==> config.mk <==
export PLATFORM = sky130hd
export DESIGN_NAME = traffic_light_monitor
export DESIGN_NICKNAME = d
export VERILOG_FILES = /design/src/rtl/traffic_light_monitor.sv
export SDC_FILE = /design/constraint.sdc
export NUM_CORES = 1
export LEC_CHECK = 0
export CORE_MARGIN = 5
export CORE_UTILIZATION = 45
export CTS_CLUSTER_SIZE = 8
export DETAILED_ROUTE_END_ITERATION = 8
export PLACE_DENSITY = 0.78
export SYNTH_ARGS = -nofsm -noshare
export SYNTH_HDL_FRONTEND = slang
export SYNTH_SLANG_ARGS = --single-unit
==> constraint.sdc <==
create_clock -name clk -period 2.87 [get_ports clk]
set_input_delay 0.574 -clock clk [delete_from_list [all_inputs] [get_ports clk]]
set_output_delay 0.574 -clock clk [all_outputs]
set_load 0.01 [all_outputs]
==> src/rtl/traffic_light_monitor.sv <==
// Passive lamp checker for the traffic light controller: decodes the six lamps
// into phases and flags encoding, conflict, order and dwell-time violations.
module traffic_light_monitor #(
    parameter int GREEN_TIME  = 5,
    parameter int YELLOW_TIME = 2
) (
    input  logic        clk,
    input  logic        rst,
    input  logic        ns_red,
    input  logic        ns_yellow,
    input  logic        ns_green,
    input  logic        ew_red,
    input  logic        ew_yellow,
    input  logic        ew_green,
    output logic [2:0]  phase,
    output logic        locked,
    output logic        err_onehot,
    output logic        err_conflict,
    output logic        err_sequence,
    output logic        err_timing,
    output logic        err_sticky,
    output logic [15:0] cycle_cnt
);

    localparam int MAX_TIME  = (GREEN_TIME > YELLOW_TIME) ? GREEN_TIME : YELLOW_TIME;
    localparam int DWELL_SAT = MAX_TIME + 1;
    localparam int DW        = $clog2(DWELL_SAT + 1);

    typedef enum logic [2:0] {
        PH_NONE = 3'd0,
        PH_NS_G = 3'd1,
        PH_NS_Y = 3'd2,
        PH_EW_G = 3'd3,
        PH_EW_Y = 3'd4
    } phase_t;

    phase_t          phase_q;
    logic [DW-1:0]   dwell;
    phase_t          sample_ph;
    logic [DW-1:0]   dwell_inc;
    logic            onehot_bad;
    logic            conflict;
    logic            valid;
    logic            same;
    logic            legal;
    logic            overrun;
    logic            underrun;
    logic            seq_bad;
    logic            cnt_inc;

    function automatic logic [DW-1:0] limit_of(input phase_t p);
        case (p)
            PH_NS_G, PH_EW_G: limit_of = DW'(GREEN_TIME);
            PH_NS_Y, PH_EW_Y: limit_of = DW'(YELLOW_TIME);
            default:          limit_of = '0;
        endcase
    endfunction

    function automatic phase_t succ_of(input phase_t p);
        case (p)
            PH_NS_G: succ_of = PH_NS_Y;
            PH_NS_Y: succ_of = PH_EW_G;
            PH_EW_G: succ_of = PH_EW_Y;
            PH_EW_Y: succ_of = PH_NS_G;
            default: succ_of = PH_NONE;
        endcase
    endfunction

    // NOTE: every always_comb output gets a default first, so no path can infer a latch.
    always_comb begin
        onehot_bad = ({1'b0, ns_red} + {1'b0, ns_yellow} + {1'b0, ns_green} != 2'd1) ||
                     ({1'b0, ew_red} + {1'b0, ew_yellow} + {1'b0, ew_green} != 2'd1);
        conflict   = !ns_red && !ew_red;

        // With clean one-hot lamps and at least one red, at most one phase can match.
        sample_ph = PH_NONE;
        if (!onehot_bad && !conflict) begin
            if (ns_green)       sample_ph = PH_NS_G;
            else if (ns_yellow) sample_ph = PH_NS_Y;
            else if (ew_green)  sample_ph = PH_EW_G;
            else if (ew_yellow) sample_ph = PH_EW_Y;
        end

        valid     = (sample_ph != PH_NONE);
        dwell_inc = (dwell == DW'(DWELL_SAT)) ? dwell : dwell + DW'(1);
        same      = valid && (sample_ph == phase_q);
        legal     = valid && (phase_q != PH_NONE) && (sample_ph == succ_of(phase_q));
        // Comparing the old dwell to the limit keeps a saturated dwell from re-pulsing.
        overrun   = same && (dwell == limit_of(phase_q));
        underrun  = legal && locked && (dwell < limit_of(phase_q));
        seq_bad   = valid && (phase_q != PH_NONE) && !same && !legal;
        cnt_inc   = legal && (phase_q == PH_EW_Y) && !underrun;
    end

    // NOTE: sequential state uses non-blocking assignments so all registers update together.
    always_ff @(posedge clk or posedge rst) begin
        if (rst) begin
            phase_q      <= PH_NONE;
            dwell        <= '0;
            locked       <= 1'b0;
            err_onehot   <= 1'b0;
            err_conflict <= 1'b0;
            err_sequence <= 1'b0;
            err_timing   <= 1'b0;
            err_sticky   <= 1'b0;
            cycle_cnt    <= '0;
        end else begin
            err_onehot   <= onehot_bad;
            err_conflict <= conflict;
            err_sequence <= seq_bad;
            err_timing   <= overrun || underrun;
            err_sticky   <= err_sticky || onehot_bad || conflict || seq_bad || overrun || underrun;

            if (!valid) begin
                phase_q <= PH_NONE;
                dwell   <= '0;
                locked  <= 1'b0;
            end else if (phase_q == PH_NONE) begin
                phase_q <= sample_ph;
                dwell   <= DW'(1);
                locked  <= 1'b0;
            end else if (same) begin
                dwell   <= dwell_inc;
            end else begin
                phase_q <= sample_ph;
                dwell   <= DW'(1);
                locked  <= legal;
                if (cnt_inc) cycle_cnt <= cycle_cnt + 16'd1;
            end
        end
    end

    assign phase = phase_q;

endmodule

### After elaboration in Yosys (flattened, before gate mapping)

Cells that the tools add are included.

| word-level totals | value |
|---|---|
| register bits after elaboration | 28 |
| bits of input ports | 8 |
| output and inout port bits | 25 |
| word-level logic and storage cells | 79 |

| operators by class | value |
|---|---|
| $add $sub $neg | 6 |
| $lt $le $gt $ge | 1 |
| equality and inequality tests | 12 |
| mux-type cells | 17 |
| bitwise operators | 2 |
| reduce and logical (&&, ||, !) cells | 32 |

Operator list:

| kind | number |
|---|---|
| 3-bit 2-to-1 mux | 12 |
| 16-bit by 1-bit adder with 16-bit output, second input constant | 1 |
| 1-bit logical AND | 12 |
| 3-bit case mux with 4 select lines | 1 |
| 3-bit equality test | 3 |
| 1-bit logical NOT | 7 |
| 1-bit logical OR | 7 |
| 3-bit by 2-bit equality test with 1-bit output, second input constant | 2 |
| 3-bit equality test, second input constant | 2 |
| 3-bit case mux with 2 select lines | 1 |
| 3-bit nonzero test | 2 |
| 1-bit by 1-bit adder with 2-bit output | 2 |
| 2-bit by 1-bit adder with 2-bit output | 2 |
| 2-bit by 1-bit != test with 1-bit output, second input constant | 2 |
| 4-bit by 3-bit != test with 1-bit output, second input constant | 1 |
| 4-bit AND reduction | 1 |
| 2-bit OR reduction | 2 |
| 3-bit by 1-bit adder with 3-bit output, second input constant | 1 |
| 3-bit by 1-bit equality test with 1-bit output, second input constant | 1 |
| 3-bit logical NOT | 1 |
| 3-bit < comparator | 1 |
| 1-bit 2-to-1 mux | 3 |
| 3-bit by 2-bit != test with 1-bit output, second input constant | 1 |
| 1-bit inverter | 2 |

### Longest topological paths before layout

Gate-level depths: netlist (run 1).

| logic depth | value |
|---|---|
| depth in word-level cells | 15 |
| depth in mapped cells | 10 |
| mapped depth without buffers | 9 |

### Worst setup path after synthesis (run 1)

Ideal clock, no wire load.

| path | value |
|---|---|
| path type | input to register |
| from | input port ns_yellow |
| to | register cycle_cnt[1] |
| setup time | 128 ps |
| arrival | 2898 ps |
| data required time | 2742 ps |
| setup slack | -156 ps |
| cell stages on the path | 8 |
| path buffers | 1 |
| cell sequence | clkbuf_1 inv_1 fa_1 nand4bb_1 or2_1 nor4_4 a21boi_4 mux2_1 |

| between the ends | value |
|---|---|
| word-level cells in the longest chain between the ends | 15 |
| elaborated cells between the ends (all ways) | 22 |
| those cells by class | 2 x add/sub; 3 x eq/ne; 3 x mux; 1 x bitwise; 13 x reduce/logical |

Ends and longest elaborated chain:

| what | line | RTL |
|---|---|---|
| from (decl) | 10 | `input logic ns_yellow,` |
| 1-bit by 1-bit adder with 2-bit output (*) | 71 | `onehot_bad = ({1'b0, ns_red} + {1'b0, ns_yellow} + {1'b0, ns_green} != 2'd1) \|\|` |
| 2-bit by 1-bit adder with 2-bit output (*) | 71 |  |
| 2-bit by 1-bit != test with 1-bit output (*) | 71 |  |
| 1-bit logical OR (*) | 71 |  |
| named net onehot_bad | 41 | `logic onehot_bad;` |
| 1-bit logical NOT (*) | 77 | `if (!onehot_bad && !conflict) begin` |
| 1-bit logical AND (*) | 77 |  |
| 3-bit 2-to-1 mux (*) | 77 |  |
| 3-bit nonzero test | 84 | `valid = (sample_ph != PH_NONE);` |
| 1-bit logical AND (2 in a row) | 87 | `legal = valid && (phase_q != PH_NONE) && (sample_ph == succ_of(phase_q));` |
| 1-bit logical AND (2 in a row) | 90 | `underrun = legal && locked && (dwell < limit_of(phase_q));` |
| 1-bit logical NOT | 92 | `cnt_inc = legal && (phase_q == PH_EW_Y) && !underrun;` |
| 1-bit logical AND | 92 |  |
| 4-bit AND reduction (no source line) (*) | n/a |  |
| to (signal assigned) | 128 | `if (cnt_inc) cycle_cnt <= cycle_cnt + 16'd1;` |
| to (decl) | 22 | `output logic [15:0] cycle_cnt` |

Mark *: on every way through the listed nets, which the timed path passes. The rest lies on a longest branch.
A chain may end at the register's enable or synchronous reset.

### Worst setup path in the final report (run 1)

| path | value |
|---|---|
| from | input port ew_yellow |
| to | register err_sticky |

| between the ends | value |
|---|---|
| word-level cells in the longest chain between the ends | 15 |
| elaborated cells between the ends (all ways) | 29 |
| those cells by class | 2 x add/sub; 3 x eq/ne; 5 x mux; 19 x reduce/logical |

Ends and longest elaborated chain:

| what | line | RTL |
|---|---|---|
| from (decl) | 13 | `input logic ew_yellow,` |
| 1-bit by 1-bit adder with 2-bit output (*) | 72 | `({1'b0, ew_red} + {1'b0, ew_yellow} + {1'b0, ew_green} != 2'd1);` |
| 2-bit by 1-bit adder with 2-bit output (*) | 72 |  |
| 2-bit by 1-bit != test with 1-bit output (*) | 72 |  |
| 1-bit logical OR (*) | 71 |  |
| named net onehot_bad | 41 |  |
| 1-bit logical NOT | 77 |  |
| 1-bit logical AND | 77 |  |
| 3-bit 2-to-1 mux | 77 |  |
| 3-bit equality test / 3-bit nonzero test (equally long branches) | 86, 84 |  |
| 1-bit logical AND (on tied branches) | 86, 87, 91 |  |
| 1-bit logical NOT / 1-bit logical AND (equally long branches) | 91, 87 |  |
| 1-bit logical AND / 1-bit logical NOT (equally long branches) | 91 | `seq_bad = valid && (phase_q != PH_NONE) && !same && !legal;` |
| 1-bit logical AND | 91 |  |
| 1-bit logical OR (2 in a row) | 112 | `err_sticky <= err_sticky \|\| onehot_bad \|\| conflict \|\| seq_bad \|\| overrun \|\| underrun;` |
| 1-bit logical OR (*) | 112 |  |
| to (signal assigned) | 112 |  |
| to (decl) | 21 | `output logic err_sticky,` |

Marked as above.

==> results.py, run 1 <==
metrics = {
    "sta": {
        "fin_setup_tns_ns": 0,
        "hold_ws_ns": 0.475,
        "fin_crit_sh_pct": 96.3,
        "relSlewSlack_pct": 56.4,
        "setup_ws_ns": 0.107,
        "setup_viol": 0,
        "fmax_mhz": 362,
        "worst_slew_pin_slew_ns": 0.649,
        "drv_slew": 0,
        "hold_violations": 0,
        "grt_setup_unrepaired": "false",
        "fin_crit_ns": 2.76,
        "fin_skew_ns": 0.00152,
    },
    "power": {
        "p_sw_uw": 177,
        "p_sw_share_pct": 21.9,
        "peakVddDrop_uv": 179,
        "intPower_uw": 628,
        "clock_power_share_pct": 38.6,
        "comb_power_share_pct": 11.6,
        "pwr-share-seq_pct": 49.8,
        "p_leak_nw": 0.988,
        "finalPower_uw": 805,
        "p_per_area_mw_per_mm2": 361,
    },
    "clock_tree": {
        "clock-sinks": 28,
        "root_buffer": "clkbuf_8",
        "cts_tree": "done",
        "h-tree-depth": 1,
        "insertion_delay_ns": 0.28,
        "cts_buffer_depth": 2,
        "clk_pin_slew_ns": 0.09,
        "numCtsBuffers": 3,
    },
    "floorplan": {
        "num_rows": 22,
        "core_mm2": 0.00361,
        "fp.dieH_um": 70.6,
        "io_pins": 33,
        "die_x_um": 70.6,
        "initial_utilization_pct": 45.9,
        "dieArea_mm2": 0.00499,
    },
    "yosys": {
        "syn_area_mm2": 0.00165,
        "yosys_warnings": 0,
        "synth_cell_type_count": 44,
        "ys_ff_latch": 28,
        "synth_fp_nets": 187,
        "avgSynthCellArea_um2": 9.67,
        "yosysSeqAreaShare_pct": 42.4,
        "synth_cells": 171,
    },
    "routing": {
        "firstDrtPassIters": 5,
        "drt-total-wl_um": 3830,
        "ant_nets": 0,
        "post-route-drc-count": 0,
        "wire_per_inst_um": 14.3,
        "drt_iter0_drc": 68,
        "viasPerCell": 5.33,
        "via_count": 1422,
    },
    "critical_path": {
        "worstPathArrival_ns": 2.98,
        "criticalPathCategory": "in -> reg",
        "critPathMaxFanout": 4,
        "worstSetupStartpointType": "primary input",
        "r2r_setup_slack_ns": 0.45,
        "cp.required_ns": 3.09,
        "end_kind": "register",
    },
    "grt": {
        "grt-ovfl-total": 0,
        "grt_pass1_vias": 1403,
        "grt_use_total_pct": 16.0,
        "grt_pass1_wl_um": 6530,
        "grt_antenna_before_repair": 0,
        "grt_start_max_net_pins": 29,
    },
    "finish": {
        "fillCellCount": 295,
        "drive_gt1_share_pct": 13.7,
        "final_core_util_pct": 61.8,
        "stdcell_count": 267,
        "layout.nets": 236,
        "fin_area_mm2": 0.00223,
        "area_delta_synth_final_pct": 34.7,
        "n_antenna_cell": 0,
    },
    "min_path": {
        "min-delay-path-class": "reg -> reg",
    },
    "placement": {
        "place_inst": 263,
        "gp_congestion": 0.820,
        "hpwl_um": 2910,
        "dpl-instance-area_mm2": 0.00215,
        "pre_cts_slack_ns": -0.213,
        "portBuffers": 32,
    },
    "run": {
        "cap_violations": 0,
    },
    "status": {
        "status": "completed",
    },
}
-- worst paths after layout --
| check | startpoint | end | cells after the start |
|---|---|---|---|
| max | ew_yellow | err_sticky | 11 |
| min | cycle_cnt[15] | cycle_cnt[15] | 1 |
| max reg2reg | phase[0] | cycle_cnt[1] | 7 |
| min reg2reg | cycle_cnt[15] | cycle_cnt[15] | 1 |
| max in group asynchronous | rst | cycle_cnt[8] | 3 |
| min in group asynchronous | rst | dwell[2] | 3 |
-- cell type report --
| class | instances | area, µm² | share of cell area [%] |
|---|---|---|---|
| Tap cell | 48 | 60.1 | 2.70 |
| Inverter | 10 | 37.5 | 1.68 |
| Clock inverter | 1 | 30.0 | 1.35 |
| Multi-Input combinational cell | 127 | 903 | 40.5 |
| Timing Repair Buffer | 50 | 455 | 20.4 |
| Clock buffer | 3 | 41.3 | 1.85 |
| Sequential cell | 28 | 701 | 31.4 |
-- power by group through the flow --
stage | clock, mW | combinational (mW) | sequential (mW)
floorplan | 0 | 0.0480 | 0.409
global placement | 0 | 0.0890 | 0.409
detailed placement | 0 | 0.0914 | 0.409
CTS | 0.315 | 0.0923 | 0.401
global route | 0.328 | 0.104 | 0.402
finish | 0.311 | 0.0931 | 0.401
-- per-layer routing --
| metal | track usage, % | part of all wire, % | vias up | wire length, µm |
|---|---|---|---|---|
| met5 | 0 | 0 | - | 0 |
| met4 | 5.01 | 1.9 | 0 | 74 |
| met3 | 1.85 | 4.7 | 7 | 179 |
| met2 | 26.7 | 49 | 41 | 1880 |
| met1 | 22.0 | 44 | 668 | 1700 |
| li1 | - | - | 706 | - |
-- placed cells by master (no fill, tap or decap), types with 2 or more instances in the layout --
cell and count:
a211oi_1 2, a21oi_1 3, a31oi_1 3, and2_1 2, and3_1 8, buf_4 18
clkbuf_8 3, clkdlybuf4s50_1 32, dfrtp_1 28, fa_1 2, ha_1 6, inv_1 9
nand2_1 13, nand3_1 13, nand4_1 6, nand4b_1 2, nor2_1 13, nor2b_1 2
nor3_1 4, o21a_1 2, o21ai_1 5, o31ai_1 2, or3b_1 2, xnor2_1 12
xor2_1 4
-- flip-flops by register name (all words and copies together) (netlist names) --
name	count
cycle_cnt	16
dwell	3
err_conflict	1
err_onehot	1
err_sequence	1
err_sticky	1
err_timing	1
locked	1
phase	3
-- what timing repair did --
item | CTS | global route
resized for setup | 0 | 3
hold buffers | 0 | 0
setup buffers | 0 | 0
setup endpoints to repair | 0 | 4
-- logic make-up after synthesis --
| family | share of synthesized area (%) |
|---|---|
| AOI/OAI and AO/OA | 11.2 |
| muxes | 0.681 |
| DFF | 42.4 |
| xor gates and xnor gates | 8.47 |
| buffers and inverters | 3.71 |
| adders and majority gates | 6.96 |
| and+or+nand+nor | 26.6 |
-- Yosys cell counts --
cell | n | area [µm²]
a2111oi_1 | 1 | 10.0
a211oi_1 | 2 | 15.0
a21boi_4 | 1 | 18.8
a21o_1 | 1 | 7.51
a21oi_1 | 4 | 20.0
a311oi_2 | 1 | 15.0
a31oi_1 | 3 | 18.8
and2_1 | 2 | 12.5
and3_1 | 8 | 50.1
and4_1 | 1 | 8.76
and4b_1 | 1 | 10.0
buf_2 | 1 | 5.00
clkbuf_1 | 5 | 18.8
dfrtp_1 | 28 | 701
fa_1 | 2 | 40.0
ha_1 | 6 | 75.1
inv_1 | 9 | 33.8
inv_2 | 1 | 3.75
mux2_1 | 1 | 11.3
nand2_1 | 13 | 48.8
nand2b_1 | 1 | 6.26
nand3_1 | 13 | 65.1
nand3b_1 | 1 | 7.51
nand4_1 | 6 | 37.5
nand4b_1 | 2 | 17.5
nand4bb_1 | 1 | 11.3
nor2_1 | 13 | 48.8
nor2b_1 | 2 | 12.5
nor3_1 | 4 | 20.0
nor3_2 | 1 | 10.0
nor3b_1 | 1 | 7.51
nor4_4 | 1 | 21.3
nor4b_1 | 1 | 8.76
o21a_1 | 2 | 15.0
o21ai_1 | 5 | 25.0
o21bai_1 | 1 | 7.51
o31ai_1 | 2 | 15.0
o32ai_1 | 1 | 8.76
o41ai_1 | 1 | 8.76
or2_1 | 2 | 12.5
or3_1 | 1 | 6.26
or3b_1 | 2 | 17.5
xnor2_1 | 12 | 105
xor2_1 | 4 | 35.0
-- worst max-delay path, stage by stage --
cell	delay [ns]
clkdlybuf4s50_1	0.48
inv_1	0.08
fa_1	0.45
nand4bb_1	0.22
or2_4	0.27
buf_4	0.15
a21o_1	0.19
a21oi_2	0.17
buf_4	0.14
nand4_1	0.12
nand4b_1	0.12
No activity file was read; power rests on OpenSTA's default activity.
==> inputs of run 2 (changes only) <==
--- a/config.mk
+++ b/config.mk
@@ -5,10 +5,10 @@
 export SDC_FILE = /design/constraint.sdc
 export NUM_CORES = 1
 export LEC_CHECK = 0
-export CORE_MARGIN = 5
 export CORE_UTILIZATION = 45
-export CTS_CLUSTER_SIZE = 8
+export CTS_CLUSTER_SIZE = 40
 export DETAILED_ROUTE_END_ITERATION = 8
+export HOLD_SLACK_MARGIN = 0.06
 export PLACE_DENSITY = 0.78
 export SYNTH_ARGS = -nofsm -noshare
 export SYNTH_HDL_FRONTEND = slang
==> results.py, run 2 (synthesis results as in run 1) <==
metrics = {
    "floorplan": {
        "num_rows": 21,
        "fp.dieH_um": 62.6,
        "io_pins": 33,
        "core_mm2": 0.00342,
        "die_x_um": 62.6,
        "dieArea_mm2": 0.00392,
        "initial_utilization_pct": 48.4,
    },
    "sta": {
        "relSlewSlack_pct": 55.7,
        "drv_slew": 0,
        "fin_crit_sh_pct": 93.8,
        "hold_violations": 0,
        "setup_viol": 0,
        "grt_setup_unrepaired": "false",
        "fmax_mhz": 371,
        "worst_slew_pin_slew_ns": 0.658,
        "fin_crit_ns": 2.69,
        "fin_setup_tns_ns": 0,
        "fin_skew_ns": 0.00606,
    },
    "grt": {
        "grt-ovfl-total": 0,
        "grt_pass1_vias": 1433,
        "grt_start_max_net_pins": 29,
        "grt_pass1_wl_um": 6580,
        "grt_antenna_before_repair": 0,
        "grt_use_total_pct": 21.4,
    },
    "routing": {
        "viasPerCell": 5.48,
        "via_count": 1442,
        "ant_nets": 0,
        "firstDrtPassIters": 4,
        "post-route-drc-count": 0,
        "wire_per_inst_um": 14.3,
        "drt_iter0_drc": 75,
        "drt-total-wl_um": 3770,
    },
    "finish": {
        "largest_reg_flops": 16,
        "layout_commonest_cell": "clkdlybuf4s50_1",
        "register_area_um2": 701,
        "layout.nets": 234,
        "n_antenna_cell": 0,
        "area_delta_synth_final_pct": 31.8,
        "fillCellCount": 279,
        "final_cell_mix": "clkdlybuf4s50_1, dfrtp_1, buf_4",
        "drive_gt1_share_pct": 11.5,
        "regMostFlops": "cycle_cnt",
        "stdcell_count": 263,
        "multi_input_area_um2": 892,
    },
    "placement": {
        "portBuffers": 32,
        "gp_congestion": 0.831,
        "place_inst": 259,
        "hpwl_um": 2840,
    },
    "clock_tree": {
        "root_buffer": "clkbuf_4",
        "insertion_delay_ns": 0.34,
        "h-tree-depth": 1,
        "clock-sinks": 28,
        "cts_tree": "done",
        "cts_resized": 0,
        "clk_pin_slew_ns": 0.15,
        "cts_buffer_depth": 2,
        "numCtsBuffers": 3,
        "hold_buffers": 0,
        "post_cts_buffers": 0,
    },
    "power": {
        "p_leak_nw": 0.968,
        "peakVddDrop_uv": 284,
        "p_per_area_mw_per_mm2": 344,
    },
    "critical_path": {
        "worstPathArrival_ns": 2.93,
        "critPathMaxFanout": 4,
        "end_kind": "register",
        "cp.required_ns": 3.11,
        "worstSetupStartpointType": "primary input",
        "criticalPathCategory": "in -> reg",
    },
    "run": {
        "cap_violations": 0,
    },
    "status": {
        "status": "completed",
    },
    "min_path": {
        "min-delay-path-class": "reg -> reg",
    },
}
[run 2: cell types whose count changed in the layout (fill, tap and decap cells not counted), sizes merged]
cell	change
buf	-2
[run 2: worst paths after layout]
check                              start             to  slack, ns  depth (start not counted)
max                               ew_red     err_sticky       0.18                          9
min                        cycle_cnt[15]  cycle_cnt[15]       0.48                          1
max reg2reg                     phase[2]   cycle_cnt[1]       0.59                          7
min reg2reg                cycle_cnt[15]  cycle_cnt[15]       0.48                          1
max in group asynchronous            rst   cycle_cnt[2]       2.04                          3
min in group asynchronous            rst         locked       0.57                          3
[run 2: report_power, final]
part	internal (mW)	switching, mW
clock	0.142	0.117
sequential	0.398	0.00208
combinational	0.0418	0.0496
[run 2: final cells by class]
cell class | count | share of cell area (%)
repair buffers | 48 | 20.2
flip-flops and latches | 28 | 32.1
clock inverters | 1 | 1.38
well taps | 46 | 2.64
clock buffers | 3 | 1.03
multi-input cells | 127 | 40.9
inverters | 10 | 1.72
[run 2: per-layer routing]
layer | vias to the layer above | track usage [%] | wire, µm
met5 | - | 0 | 0
met2 | 27 | 34.6 | 1840
met1 | 708 | 28.5 | 1760
met4 | 0 | 8.43 | 48
li1 | 702 | - | -
met3 | 5 | 3.65 | 119
[run 2: worst max-delay path: stages]
cell and delay, ns:
clkdlybuf4s50_1 0.48, inv_1 0.06, fa_1 0.47, nand4bb_1 0.21, or2_1 0.30, a21o_1 0.22
a21oi_1 0.24, a2111oi_1 0.15, nand4b_1 0.22
[run 2: stage by stage]
stage | power [mW] | worst slack, ns | util [%] | hold slack, ns | instance area, µm²
finish | 0.750 | 0.177 | 63.8 | 0.480 | 2180
global route | 0.783 | 0.0501 | 63.8 | 0.507 | 2180
CTS | 0.761 | 0.186 | 63.8 | 0.486 | 2180
detailed placement | 0.499 | -0.175 | 62.3 | 0.467 | 2130
global placement | 0.496 | -0.154 | 62.3 | 0.458 | 2130
floorplan | 0.457 | 0.0263 | - | 0.507 | 1660
==> inputs of run 3 (changes only) <==
--- a/config.mk
+++ b/config.mk
@@ -5,6 +5,7 @@
 export SDC_FILE = /design/constraint.sdc
 export NUM_CORES = 1
 export LEC_CHECK = 0
+export CAP_MARGIN = 5
 export CORE_UTILIZATION = 45
 export CTS_CLUSTER_SIZE = 40
 export DETAILED_ROUTE_END_ITERATION = 8
==> results of run 3 <==
Same layout as run 2: the final DEF is identical, and so are final timing and power.
